$ cat src/rtl/intrusion_alarm_fsm.sv
// Intrusion alarm controller: keypad code checker feeding a five-state arm/entry/alarm FSM.
// Code result is registered one cycle after the 4th digit; the FSM reacts on the cycle after that.
module intrusion_alarm_fsm #(
  parameter logic [15:0] CODE        = 16'h1234,
  parameter int          EXIT_DELAY  = 10,
  parameter int          ENTRY_DELAY = 15,
  parameter int          ALARM_TIME  = 60
) (
  input  logic       clk,
  input  logic       reset,
  input  logic       tick,
  input  logic [3:0] digit,
  input  logic       digit_valid,
  input  logic       arm,
  input  logic       sensor,
  output logic [2:0] state,
  output logic [7:0] remaining,
  output logic       armed,
  output logic       delay_active,
  output logic       siren,
  output logic       code_ok,
  output logic       code_error
);

  localparam logic [2:0] S_DISARMED = 3'd0;
  localparam logic [2:0] S_EXIT     = 3'd1;
  localparam logic [2:0] S_ARMED    = 3'd2;
  localparam logic [2:0] S_ENTRY    = 3'd3;
  localparam logic [2:0] S_ALARM    = 3'd4;

  localparam logic [7:0] EXIT_TICKS  = 8'(EXIT_DELAY);
  localparam logic [7:0] ENTRY_TICKS = 8'(ENTRY_DELAY);
  localparam logic [7:0] ALARM_TICKS = 8'(ALARM_TIME);

  logic [15:0] code_buf;
  logic [1:0]  code_pos;
  logic [1:0]  fail_cnt;

  logic       good_digit;
  logic       bad_digit;
  logic       last_digit;
  logic       code_match;
  logic       code_mismatch;
  logic [2:0] state_nxt;
  logic [7:0] remaining_nxt;
  logic       alarm_expire;
  logic       clear_fail;

  // The oldest nibble shifts out as the 4th digit arrives, so only the low 16 bits are compared.
  always_comb begin
    good_digit    = digit_valid && (digit <= 4'd9);
    bad_digit     = digit_valid && (digit > 4'd9);
    last_digit    = good_digit && (code_pos == 2'd3);
    code_match    = last_digit && (({code_buf, digit} & 20'h0ffff) == {4'h0, CODE});
    code_mismatch = last_digit && !code_match;
  end

  always_comb begin
    state_nxt     = state;
    remaining_nxt = remaining;
    alarm_expire  = 1'b0;
    case (state)
      S_DISARMED: begin
        if (arm) begin
          state_nxt     = S_EXIT;
          remaining_nxt = EXIT_TICKS;
        end
      end
      S_EXIT: begin
        if (code_ok) begin
          state_nxt     = S_DISARMED;
          remaining_nxt = 8'd0;
        end else if (tick) begin
          if (remaining == 8'd1) begin
            state_nxt     = S_ARMED;
            remaining_nxt = 8'd0;
          end else begin
            remaining_nxt = remaining - 8'd1;
          end
        end
      end
      S_ARMED: begin
        if (code_ok) begin
          state_nxt     = S_DISARMED;
          remaining_nxt = 8'd0;
        end else if (fail_cnt == 2'd3) begin
          state_nxt     = S_ALARM;
          remaining_nxt = ALARM_TICKS;
        end else if (sensor) begin
          state_nxt     = S_ENTRY;
          remaining_nxt = ENTRY_TICKS;
        end
      end
      S_ENTRY: begin
        if (code_ok) begin
          state_nxt     = S_DISARMED;
          remaining_nxt = 8'd0;
        end else if (fail_cnt == 2'd3) begin
          state_nxt     = S_ALARM;
          remaining_nxt = ALARM_TICKS;
        end else if (tick) begin
          if (remaining == 8'd1) begin
            state_nxt     = S_ALARM;
            remaining_nxt = ALARM_TICKS;
          end else begin
            remaining_nxt = remaining - 8'd1;
          end
        end
      end
      S_ALARM: begin
        if (code_ok) begin
          state_nxt     = S_DISARMED;
          remaining_nxt = 8'd0;
        end else if (tick) begin
          if (remaining == 8'd1) begin
            state_nxt     = S_ARMED;
            remaining_nxt = 8'd0;
            alarm_expire  = 1'b1;
          end else begin
            remaining_nxt = remaining - 8'd1;
          end
        end
      end
      default: begin
        state_nxt     = S_DISARMED;
        remaining_nxt = 8'd0;
      end
    endcase
    clear_fail = alarm_expire || ((state_nxt == S_DISARMED) && (state != S_DISARMED));
  end

  always_ff @(posedge clk or negedge reset) begin
    if (!reset) begin
      code_buf   <= 16'h0000;
      code_pos   <= 2'd0;
      code_ok    <= 1'b0;
      code_error <= 1'b0;
    end else begin
      code_ok    <= code_match;
      code_error <= code_mismatch || bad_digit;
      if (bad_digit || last_digit) begin
        code_buf <= 16'h0000;
        code_pos <= 2'd0;
      end else if (good_digit) begin
        code_buf <= {code_buf[11:0], digit};
        code_pos <= code_pos + 2'd1;
      end
    end
  end

  // Clearing wins over a mismatch landing on the same edge.
  always_ff @(posedge clk or negedge reset) begin
    if (!reset) begin
      fail_cnt <= 2'd0;
    end else if (clear_fail || code_match) begin
      fail_cnt <= 2'd0;
    end else if (code_mismatch && (fail_cnt != 2'd3)) begin
      fail_cnt <= fail_cnt + 2'd1;
    end
  end

  always_ff @(posedge clk or negedge reset) begin
    if (!reset) begin
      state     <= S_DISARMED;
      remaining <= 8'd0;
    end else begin
      state     <= state_nxt;
      remaining <= remaining_nxt;
    end
  end

  assign armed        = (state == S_ARMED) || (state == S_ENTRY);
  assign delay_active = (state == S_EXIT)  || (state == S_ENTRY);
  assign siren        = (state == S_ALARM);

endmodule

$ cat config.mk
export PLATFORM = sky130hd
export DESIGN_NAME = intrusion_alarm_fsm
export DESIGN_NICKNAME = d
export VERILOG_FILES = /design/src/rtl/intrusion_alarm_fsm.sv
export SDC_FILE = /design/constraint.sdc
export NUM_CORES = 1
export LEC_CHECK = 0
export CORE_MARGIN = 2
export CORE_UTILIZATION = 40
export DETAILED_ROUTE_END_ITERATION = 16
export GPL_TIMING_DRIVEN = 0
export SLEW_MARGIN = 20
export SYNTH_ARGS = -nofsm -noshare
export SYNTH_HDL_FRONTEND = slang
export SYNTH_SLANG_ARGS = --single-unit
$ cat constraint.sdc
create_clock -name clk -period 3.6 [get_ports clk]
set_input_delay 0.9 -clock clk [delete_from_list [all_inputs] [get_ports clk]]
set_output_delay 0.9 -clock clk [all_outputs]
set_load 0.1 [all_outputs]
==> reports/qor.csv <==
stage,metric,value,unit
run_status,outcome,finished clean,
timing,relSlewSlack,34.4,%
logic_synthesis,ys.flop_type,dfrtp_1,
setup_path,critPathKind,reg2out,
timing,hold_ws,0.510,ns
timing,skew,0.0125,ns
setup_path,r2r_start,remaining[1],
clock_network,clk_path_buf_depth,2,
setup_path,reg2reg_slack,1.70,ns
clock_network,cts_made_buffers,5,
timing,final.period_utilization,94.6,%
final_layout,final_cell_mix,"29 x dfrtp_1, 24 x clkdlybuf4s50_1, 13 x a22o_1",
drt,drt_wl_total,3970,um
timing,rsz0062_at_grt,no,
power,peakVddDrop,273,uV
final_layout,layout-drive-gt1-share,13.2,%
setup_path,cp_data_required_time,2.70,ns
logic_synthesis,syn_avg_cell_area,10.1,um^2
final_layout,fill_cells,353,
setup_path,critPathMaxStageDelay,1.21,ns
hold_path,hold_end,code_buf[8],
drt,drc,0,
clock_network,hold_buffers,0,
global_routing,grt_pass1_wl,6780,um
setup_path,critPathMaxFanout,9,
clock_network,clkTransAtPathRegs,0.06,ns
drt,vias,1445,
logic_synthesis,synth_seq_area_share,43.7,%
timing,setup_viol,0,
timing,hold_viol,0,
final_layout,final_cell_area,2050,um^2
placement,dpl.hpwl,2840,um
global_routing,grt_pass1_vias,1444,
timing,clock.fmax,294,MHz
logic_synthesis,yosys_warnings,0,
final_layout,final-seq-area,726,um^2
placement,place.gp.congestion,0.871,
logic_synthesis,ys_ff_latch,29,
clock_network,cts_setup_buffers,0,
floorplanning,initial_utilization,41.5,%
setup_path,cp_slowest_cell,clkdlybuf4s50_1,
final_layout,multi_input_area,847,um^2
floorplanning,core_area,4000,um^2
final_layout,diodes,0,
setup_path,reg2reg_depth,8,
clock_network,cts.sinks,29,
power,total_power,1890,uW
logic_synthesis,ys_async_sr_fraction,100,%
timing,tns,0,ns
hold_path,hp-class,reg2reg,
global_routing,grt_antenna_before_repair,0,
clock_network,cts_tree,done,
setup_path,path_cells,clkbuf_1 > nor3b_2 > clkdlybuf4s50_1,
drt,first_pass_iters,4,
drt,post_drt_wl_per_cell,16.1,um
global_routing,grt_max_degree,30,
timing,tightest_slew,0.981,ns
timing,finalCriticalPeriod,3.40,ns
drt,viasPerCell,5.85,
logic_synthesis,synth-edff-count,0,
logic_synthesis,synth_fp_nets,179,
logic_synthesis,synth.distinct_cells,48,
power,leakagePower,0.000866,uW
hold_path,min-delay-start,code_buf[8],
setup_path,crit-reg2reg-capture,fail_cnt[1],
final_layout,finalCoreUtilization,51.4,%
final_layout,final_common_cell,dfrtp_1,
setup_path,critPathArrivalTime,2.50,ns
hold_path,holdPathStages,1,
global_routing,overflow,0,
logic_synthesis,syn_area,1660,um^2
timing,drv_slew,0,
setup_path,cp-start-kind,flop,
floorplanning,die_h,68.4,um
setup_path,crit_path_end_kind,output port,
clock_network,clock_latency,0.29,ns
global_routing,grt.total_usage,19.8,%
floorplanning,num_rows,23,
floorplanning,dieWidth,68.4,um
drt,drt_iter0_markers,112,
final_layout,area_growth_syn_to_layout,23.7,%
floorplanning,ioPinCount,26,
drt,postRouteAntennaNets,0,
placement,dpl_cell_area,1970,um^2
logic_synthesis,synthCells,165,
clock_network,cts-root-buf,clkbuf_8,
clock_network,h-tree-depth,2,
clock_network,cts_resized,0,
placement,numPortBuffers,25,
floorplanning,dieArea,4680,um^2
final_layout,nNetsFinal,211,
power,p_per_area,922,nW/um^2
run,drv_cap,0,
==> state kept, by name, indices dropped and copies added, names as in the netlist <==
| name | cells |
|---|---|
| code_pos | 2 |
| code_buf | 12 |
| fail_cnt | 2 |
| state | 3 |
| code_error | 1 |
| code_ok | 1 |
| remaining | 8 |
==> cells in the mapped netlist (all sizes together) (2+ instances only) <==
library cell | count | area [um^2]
nor4b | 3 | 32.5
nor2 | 9 | 33.8
ha | 4 | 50.1
o21ai | 12 | 63.8
o31ai | 2 | 33.8
nor2b | 2 | 20.0
a22o | 13 | 114
nand3 | 8 | 40.0
o211ai | 3 | 22.5
nor3 | 7 | 35.0
nand2b | 3 | 18.8
nor4 | 5 | 31.3
inv | 9 | 33.8
buf | 4 | 38.8
nand2 | 8 | 30.0
a32oi | 2 | 17.5
a21oi | 12 | 67.6
dfrtp | 29 | 726
clkbuf | 4 | 15.0
or3 | 2 | 12.5
nor4bb | 2 | 20.0
nand4 | 2 | 12.5
nor3b | 2 | 25.0
==> routing by layer <==
layer | share of wire [%] | vias to the layer above | GRT usage, %
met5 | 0 | - | 0
met4 | 1.5 | 0 | 7.25
met3 | 3.8 | 6 | 5.59
met2 | 50 | 27 | 32.7
met1 | 45 | 717 | 24.4
li1 | - | 695 | -
==> stage by stage <==
stage | setup slack [ns] | instances
CTS | 0.209 | 247
global placement | 0.558 | 240
finish | 0.196 | 247
detailed placement | 0.534 | 240
global route | 0.138 | 247
floorplan | 0.0557 | 165
==> layout make-up <==
type                    instances  area share, %
multi-input cells             119           41.2
inverters                       9           1.64
well taps                      50           3.05
repair buffers                 25           11.9
clock buffers                   7           4.20
plain buffers                   8           2.62
flip-flops and latches         29           35.3
==> worst max-delay path: cells and delay by family, from the launching register on <==
| kind | cells | cell delay, ns |
|---|---|---|
| buffers and inverters | 2 | 1.44 |
| DFF | 1 | 0.37 |
| and+or+nand+nor | 1 | 0.41 |
==> cell families (layout without fill, tap and decap cells) <==
group                      Yosys count  in the layout  share of synthesized area, %
AOI/OAI and AO/OA                   55             55                          25.3
adders and majority gates            4              4                          3.01
buffers and inverters               17             49                          5.27
DFF                                 29             29                          43.7
muxes                                1              1                         0.678
and+or+nand+nor                     59             59                          22.0
==> worst max path at each step <==
stage	start	end	cells after the start
after global routing	state[1]	siren	3
after floorplan	state[1]	armed	2
after detailed placement	state[1]	siren	3
after global placement	state[1]	siren	3
final	state[1]	siren	3
after CTS	state[1]	siren	3
==> report_power, final <==
| part | switching [uW] | leakage (uW) | internal (uW) | total, uW |
|---|---|---|---|---|
| clock network | 122 | 0.0000443 | 151 | 274 |
| logic | 801 | 0.000440 | 334 | 1130 |
| registers | 81.8 | 0.000382 | 403 | 485 |
| total | 1010 | 0.000866 | 888 | 1890 |
Note: power is estimated with default switching activity, not from simulation.
